**config.mk**
```make
export PLATFORM = sky130hd
export DESIGN_NAME = mem_lsu
export DESIGN_NICKNAME = d
export VERILOG_FILES = /design/src/rtl/mem_lsu.sv
export SDC_FILE = /design/constraint.sdc
export NUM_CORES = 1
export LEC_CHECK = 0
export ABC_CLOCK_PERIOD_IN_PS = 5850
export CAP_MARGIN = 40
export CORE_MARGIN = 2
export CORE_UTILIZATION = 47
export DETAILED_ROUTE_END_ITERATION = 16
export HOLD_SLACK_MARGIN = 0.12
export MAX_ROUTING_LAYER = met4
export PLACE_DENSITY = 0.88
export SYNTH_ARGS = -nofsm -noshare
export SYNTH_HDL_FRONTEND = slang
export SYNTH_SLANG_ARGS = --single-unit
```
**constraint.sdc**
```tcl
create_clock -name clk -period 5.85 [get_ports clk]
set_clock_uncertainty 0.1 [all_clocks]
set_input_delay 1.755 -clock clk [delete_from_list [all_inputs] [get_ports clk]]
set_output_delay 1.755 -clock clk [all_outputs]
set_load 0.01 [all_outputs]
```
**src/rtl/mem_lsu.sv**
```systemverilog
// Memory-stage load/store unit: pass-through ALU results, aligned loads/stores via req/ack, faults at accept.
// Latency: one cycle for non-memory ops and faults, at least two for memory ops; ex_ready stays low while a request is outstanding.
module mem_lsu (
    input  logic        clk,
    input  logic        rst,
    input  logic        ex_valid,
    output logic        ex_ready,
    input  logic        ex_mem_rd,
    input  logic        ex_mem_wr,
    input  logic [2:0]  ex_funct3,
    input  logic [31:0] ALU_DataC,
    input  logic [31:0] ex_store_data,
    input  logic [4:0]  ex_rd,
    input  logic        ex_reg_we,
    output logic        dmem_req,
    output logic        dmem_we,
    output logic [31:0] dmem_addr,
    output logic [3:0]  dmem_wstrb,
    output logic [31:0] dmem_wdata,
    input  logic        dmem_ack,
    input  logic [31:0] dmem_rdata,
    output logic        wb_valid,
    output logic [4:0]  wb_rd,
    output logic        wb_reg_we,
    output logic [31:0] wb_data,
    output logic        lsu_fault
);

    typedef enum logic {IDLE, BUSY} state_t;

    state_t      state_q;
    logic        req_q, we_q, wb_valid_q, wb_reg_we_q, fault_q, reg_we_q;
    logic [31:0] addr_q, wdata_q, wb_data_q;
    logic [3:0]  wstrb_q;
    logic [4:0]  wb_rd_q, rd_q;
    logic [2:0]  funct3_q;
    logic [1:0]  lo_q;

    logic        mem_op, f3_ok, misalign, acc_fault;
    logic [3:0]  st_strb;
    logic [31:0] st_wdata;
    logic [7:0]  ld_byte;
    logic [15:0] ld_half;
    logic [31:0] ld_data;

    assign mem_op = ex_mem_rd | ex_mem_wr;

    always_comb begin
        f3_ok    = 1'b0;
        misalign = 1'b0;
        if (ex_mem_wr)
            f3_ok = (ex_funct3 == 3'b000) || (ex_funct3 == 3'b001) || (ex_funct3 == 3'b010);
        else
            f3_ok = (ex_funct3 == 3'b000) || (ex_funct3 == 3'b001) || (ex_funct3 == 3'b010)
                 || (ex_funct3 == 3'b100) || (ex_funct3 == 3'b101);
        if (ex_funct3[1:0] == 2'b01)
            misalign = ALU_DataC[0];
        else if (ex_funct3[1:0] == 2'b10)
            misalign = (ALU_DataC[1:0] != 2'b00);
        acc_fault = (ex_mem_rd & ex_mem_wr) | ~f3_ok | misalign;
    end

    // Store lanes: strobe pattern shifted by the byte offset, data replicated across lanes.
    always_comb begin
        st_strb  = 4'b1111;
        st_wdata = ex_store_data;
        case (ex_funct3[1:0])
            2'b00: begin
                st_strb  = 4'b0001 << ALU_DataC[1:0];
                st_wdata = {4{ex_store_data[7:0]}};
            end
            2'b01: begin
                st_strb  = 4'b0011 << ALU_DataC[1:0];
                st_wdata = {2{ex_store_data[15:0]}};
            end
            default: ;
        endcase
    end

    always_comb begin
        ld_byte = dmem_rdata[{lo_q, 3'b000} +: 8];
        ld_half = lo_q[1] ? dmem_rdata[31:16] : dmem_rdata[15:0];
        case (funct3_q)
            3'b000:  ld_data = {{24{ld_byte[7]}}, ld_byte};
            3'b001:  ld_data = {{16{ld_half[15]}}, ld_half};
            3'b100:  ld_data = {24'h0, ld_byte};
            3'b101:  ld_data = {16'h0, ld_half};
            default: ld_data = dmem_rdata;
        endcase
    end

    always_ff @(posedge clk) begin
        if (rst) begin
            state_q     <= IDLE;
            req_q       <= 1'b0;
            we_q        <= 1'b0;
            addr_q      <= '0;
            wstrb_q     <= '0;
            wdata_q     <= '0;
            wb_valid_q  <= 1'b0;
            wb_rd_q     <= '0;
            wb_reg_we_q <= 1'b0;
            wb_data_q   <= '0;
            fault_q     <= 1'b0;
            rd_q        <= '0;
            reg_we_q    <= 1'b0;
            funct3_q    <= '0;
            lo_q        <= '0;
        end else begin
            wb_valid_q <= 1'b0;
            fault_q    <= 1'b0;
            case (state_q)
                IDLE: begin
                    if (ex_valid) begin
                        if (!mem_op) begin
                            wb_valid_q  <= 1'b1;
                            wb_data_q   <= ALU_DataC;
                            wb_rd_q     <= ex_rd;
                            wb_reg_we_q <= ex_reg_we;
                        end else if (acc_fault) begin
                            wb_valid_q  <= 1'b1;
                            fault_q     <= 1'b1;
                            wb_data_q   <= ALU_DataC;
                            wb_rd_q     <= ex_rd;
                            wb_reg_we_q <= 1'b0;
                        end else begin
                            state_q  <= BUSY;
                            req_q    <= 1'b1;
                            we_q     <= ex_mem_wr;
                            addr_q   <= {ALU_DataC[31:2], 2'b00};
                            wstrb_q  <= ex_mem_wr ? st_strb : 4'b0000;
                            wdata_q  <= ex_mem_wr ? st_wdata : 32'h0;
                            funct3_q <= ex_funct3;
                            lo_q     <= ALU_DataC[1:0];
                            rd_q     <= ex_rd;
                            reg_we_q <= ex_mem_rd & ex_reg_we;
                        end
                    end
                end
                BUSY: begin
                    if (dmem_ack) begin
                        state_q     <= IDLE;
                        req_q       <= 1'b0;
                        we_q        <= 1'b0;
                        wstrb_q     <= 4'b0000;
                        wb_valid_q  <= 1'b1;
                        wb_rd_q     <= rd_q;
                        wb_reg_we_q <= reg_we_q;
                        wb_data_q   <= we_q ? 32'h0 : ld_data;
                    end
                end
                default: state_q <= IDLE;
            endcase
        end
    end

    assign ex_ready   = (state_q == IDLE);
    assign dmem_req   = req_q;
    assign dmem_we    = we_q;
    assign dmem_addr  = addr_q;
    assign dmem_wstrb = wstrb_q;
    assign dmem_wdata = wdata_q;
    assign wb_valid   = wb_valid_q;
    assign wb_rd      = wb_rd_q;
    assign wb_reg_we  = wb_reg_we_q;
    assign wb_data    = wb_data_q;
    assign lsu_fault  = fault_q;

endmodule

```
# Word level (Yosys, flattened, before mapping)
# Cells that the tools add are included.
# word_totals
ff_bits,120
latch_bits,0
mem_bits_rw,0
mem_bits_ro,0
inputBits,111
output_inout_bits,111
wordCells,103
mem_count,0
# classes
addsub,0
multipliers,0
div_mod_pow,0
order_cmp,0
n_eq_ne,14
n_shift,3
mux,49
n_bitwise,10
n_reduce_logical,12
# ops
cell,n
$mux 32,6
$pmux 32 s2,2
$pmux 32 s4,1
$shiftx 32x6->8,1
$mux 1,22
$mux 4,5
$mux 5,4
$mux 16,1
$pmux 4 s2,2
$eq 3x3->1 const B,4
$pmux 1 s2,5
$pmux 5 s2,1
$reduce_and 4->1,2
$eq 3x1->1 const B,2
$logic_not 3->1,2
$ne 2x2->1 const B,3
$not 1->1,5
$logic_or 1x1->1,4
$reduce_or 4->1,1
$shl 1x2->4 const A,1
$shl 2x2->4 const A,1
$eq 3x2->1 const B,1
$ne 3x2->1 const B,1
$or 1x1->1,3
other kinds (7),8

# Logic depth before layout (Yosys ltp)
# logic_depth
depth_word,13
mapped_depth,7
depth_no_buf,4

# Worst setup path after synthesis
# Ideal clock, no wire load.
# synth_path
path_type,input to register
start,in ALU_DataC[1]
end,reg wb_rd_q[1] (netlist: wb_rd[1])
setup_ns,0.116
t_arrival_ns,3.072
required_ns,5.634
path_slack_ns,2.562
stages,6
path_buffers,2
cell_sequence,buf_2 > or4_1 > nand3_1 > nand2_2 > buf_2 > o211a_1
# synth_via
elab_chain_cells,6
# synth_lines
element,line_no,source
"start, declared",11,"input logic [31:0] ALU_DataC,"
$reduce_bool 2->1,59,misalign = (ALU_DataC[1:0] != 2'b00);
$mux 1,58,else if (ex_funct3[1:0] == 2'b10)
$mux 1,56,if (ex_funct3[1:0] == 2'b01)
$or 1x1->1,60,acc_fault = (ex_mem_rd & ex_mem_wr) | ~f3_ok | misalign;
$ne 3x2->1 (no source line),n/a,
$reduce_and 3->1 (no source line),n/a,
"end signal, assigned",118,wb_rd_q <= ex_rd;
"end signal, assigned",124,wb_rd_q <= ex_rd;
"end signal, assigned",147,wb_rd_q <= rd_q;
"end, declared",35,"logic [4:0] wb_rd_q, rd_q;"
# No other way between the ends.
# A chain may end at the register's enable or synchronous reset.

# Worst setup path after layout
# layout_path
start,in ALU_DataC[1]
end,reg addr_q[13] (netlist: dmem_addr[13])
# layout_via
elab_chain_cells,6
# layout_lines
element,line_no,source
$reduce_bool 2->1,59,
$mux 1,58,
$mux 1,56,
$or 1x1->1,60,
$not 1->1 (no source line),n/a,
$reduce_and 4->1 (no source line),n/a,
"end signal, assigned",130,"addr_q <= {ALU_DataC[31:2], 2'b00};"
"end, declared",33,"logic [31:0] addr_q, wdata_q, wb_data_q;"
# No other way between the ends.

==> metrics.txt <==
peak supply drop 155.7 µV; P_sw 579.1 µW; Vias/cell 5.962; Worst Path Max Fanout 35; Syn Area/Cell 8.463 µm²; Period minus WS final 4.230 ns; post-detail-place hpwl 13.58 mm; Overflow after GRT 0; CP Class in -> reg; Worst EP required 6.08 ns; main flop type after synthesis dfxtp_1; Routed WL 19.71 mm; FMAX 236.4 MHz; combinational fraction of design power 16.9%; CTS max path bufs 2; GRT Util Overall 30.78%; Total Die Area 12940 µm²; Final Hold Vio Count 0; Critical Path End Type flip-flop; sw frac 25.16%; Vias 6063; largest net degree at the start of global routing 83; Ys Warns 0; RSZ-0062 raised after global routing false; first drt pass iteration count 6; Area after DPL 7919 µm²; crit path buf inv count 2; largest area contributor in the netlist dfxtp_1; gpl congestion 0.9364; Starting Density 47.73%; ANT cells 0; Clk pin slew, worst setup/hold paths 0.05 ns; post-synthesis register bit count 120; Syn Inst Count 669; Clk Latency, worst-skew pair 0.41 ns; average routed wire per standard cell 19.38 µm; Synth top cells by count 120 x dfxtp_1, 113 x nand2_1, 74 x a21oi_1; initial antenna violation count 0; Filler cells 866; Port Buffers 219; Power Internal 1723 µW; status complete, no violations; count leader, synth dfxtp_1; Sum Neg Setup Slack 0 ns; core area 11860 µm²; Final period util 72.31%; Final Slew Violations 0; Post-Syn Area 5662 µm²; hold buffer count at CTS 0; worst-path cell chain clkdlybuf4s50_1 > nor4_2 > o221a_2 > buf_4 > nand2_1 > a21oi_1; largest cells by area after synthesis dfxtp_1 42%, nand2_1 7.5%, a21oi_1 6.5%; IO Count 222; share of cells above drive strength 1 9.655%; sequential share of power 38.4%; CTS tree yes; actual slew at the worst max-slew pin 0.9143 ns; Pleak 0.003102 µW; number of synthesized flops with an enable pin 0; area added between synthesis and finish 50.14%; Die Width 113.8 µm; final non-filler cell area 8501 µm²; clock share of power 44.7%; share of the yosys chip area belonging to registers 42.43%; CTS root buffer clkbuf_16; row count 40; setup repair bufs after CTS 0; asr flop ratio synth 0%; P per Cell Area 270.8 nW/µm²; first-pass GRT wire length 30.31 mm; crit start category primary input; Sink Count 120; Synth cell types 52; Hold Crit Class reg -> reg; endpoints failing setup 0; die span in y 113.8 µm; CP top delay family buffers and inverters; Synth top area share 42.43%; slowest stage delay, CP 0.81 ns; Worst EP arrival 4.46 ns; H-tree level count 4; slew margin rel. 39.05%; Slowest-stage cell, CP o221a_2; nets 969; DRC Markers 0; post-CTS sizing 0; Final ANT Viol Nets 0; Max-Cap Viols 0; vias in the first global route 5731; Iter 0 DRT Violations 615; number of buffers created by CTS 17
## metal layers
| layer | up-vias | track usage [%] | routed length (µm) |
|---|---|---|---|
| met3 | 50 | 7.120 | 1664 |
| met5 | - | - | 0 |
| met4 | 0 | 12.52 | 622 |
| met1 | 2875 | 39.35 | 8182 |
| li1 | 2808 | - | - |
| met2 | 330 | 47.31 | 9234 |
## final timing paths
path            startpoint             to  slack [ns]  depth (start not counted)
max           ALU_DataC[1]  dmem_addr[13]        1.62                          6
min          dmem_addr[26]  dmem_addr[26]        0.35                          2
min reg2reg  dmem_addr[26]  dmem_addr[26]        0.35                          2
max reg2reg        state_q  dmem_addr[13]        3.37                          6
## power by group through the flow
stage | Sequential (µW) | Clock, µW | Combinational [µW]
2_1_floorplan | 911 | 0 | 163
3_3_place_gp | 898 | 0 | 372
3_5_place_dp | 899 | 0 | 381
4_1_cts | 883 | 1040 | 385
5_1_grt | 887 | 1080 | 413
6_report | 883 | 1030 | 389
## cell type report
| cell class | instances | area (µm²) | area share, % |
|---|---|---|---|
| Clock inverter | 9 | 97.59 | 1.148 |
| Inverter | 12 | 45.04 | 0.5299 |
| Clock buffer | 22 | 484.2 | 5.696 |
| Tap cell | 147 | 183.9 | 2.164 |
| Sequential cell | 120 | 2402 | 28.26 |
| Multi-Input combinational cell | 473 | 2944 | 34.63 |
| Timing Repair Buffer | 234 | 2344 | 27.57 |
## worst register-to-register path: cells and delay by family, from the launching register on
kind / cells / cell delay, ns
AOI/OAI and AO/OA: 2 / 0.94
buffers and inverters: 2 / 0.61
and+or+nand+nor: 2 / 0.43
DFF: 1 / 0.31
## placed cells by master (no fill, tap or decap), types with 8 or more instances in the layout
cell	netlist	routed
a32oi_1	17	17
o31ai_1	25	25
dfxtp_1	120	120
a22oi_1	17	17
nand2b_1	21	21
mux2_2	16	16
clkdlybuf4s50_1	0	218
o21ai_0	10	10
buf_4	4	12
nor2b_1	20	20
nand2_1	113	113
a31oi_1	19	19
a21oi_1	74	74
clkbuf_16	0	17
nor2_1	22	22
a21oi_2	10	10
nand3_1	22	22
inv_1	11	11
a211o_1	15	15
o221ai_1	9	8
## cells by family after synthesis
logic type      after synthesis  share of synthesized area, %
compound gates              232                         28.49
buf+inv                      77                         6.188
other cells                   1                       0.06623
flops                       120                         42.43
simple gates                214                         17.81
mux                          25                         5.017
## flip-flops by register name, indices dropped and copies added, names as in the netlist, 2 cells and up
signal / count
dmem_addr: 30
funct3_q: 3
wb_rd: 5
dmem_wdata: 32
dmem_wstrb: 4
rd_q: 5
lo_q: 2
wb_data: 32
## stage by stage
| step | instances | worst slack [ns] | utilization [%] | hold slack (ns) | total power [µW] |
|---|---|---|---|---|---|
| 6_report | 1017 | 1.620 | 71.67 | 0.3520 | 2302 |
| 2_1_floorplan | 670 | 2.562 | - | 0.3323 | 1074 |
| 3_5_place_dp | 986 | 1.258 | 66.76 | 0.3443 | 1279 |
| 4_1_cts | 1017 | 1.669 | 71.67 | 0.3529 | 2303 |
| 3_3_place_gp | 982 | 1.236 | 66.14 | 0.3374 | 1270 |
| 5_1_grt | 1017 | 1.473 | 71.67 | 0.3682 | 2378 |
Power figures use the tool's default switching activity.
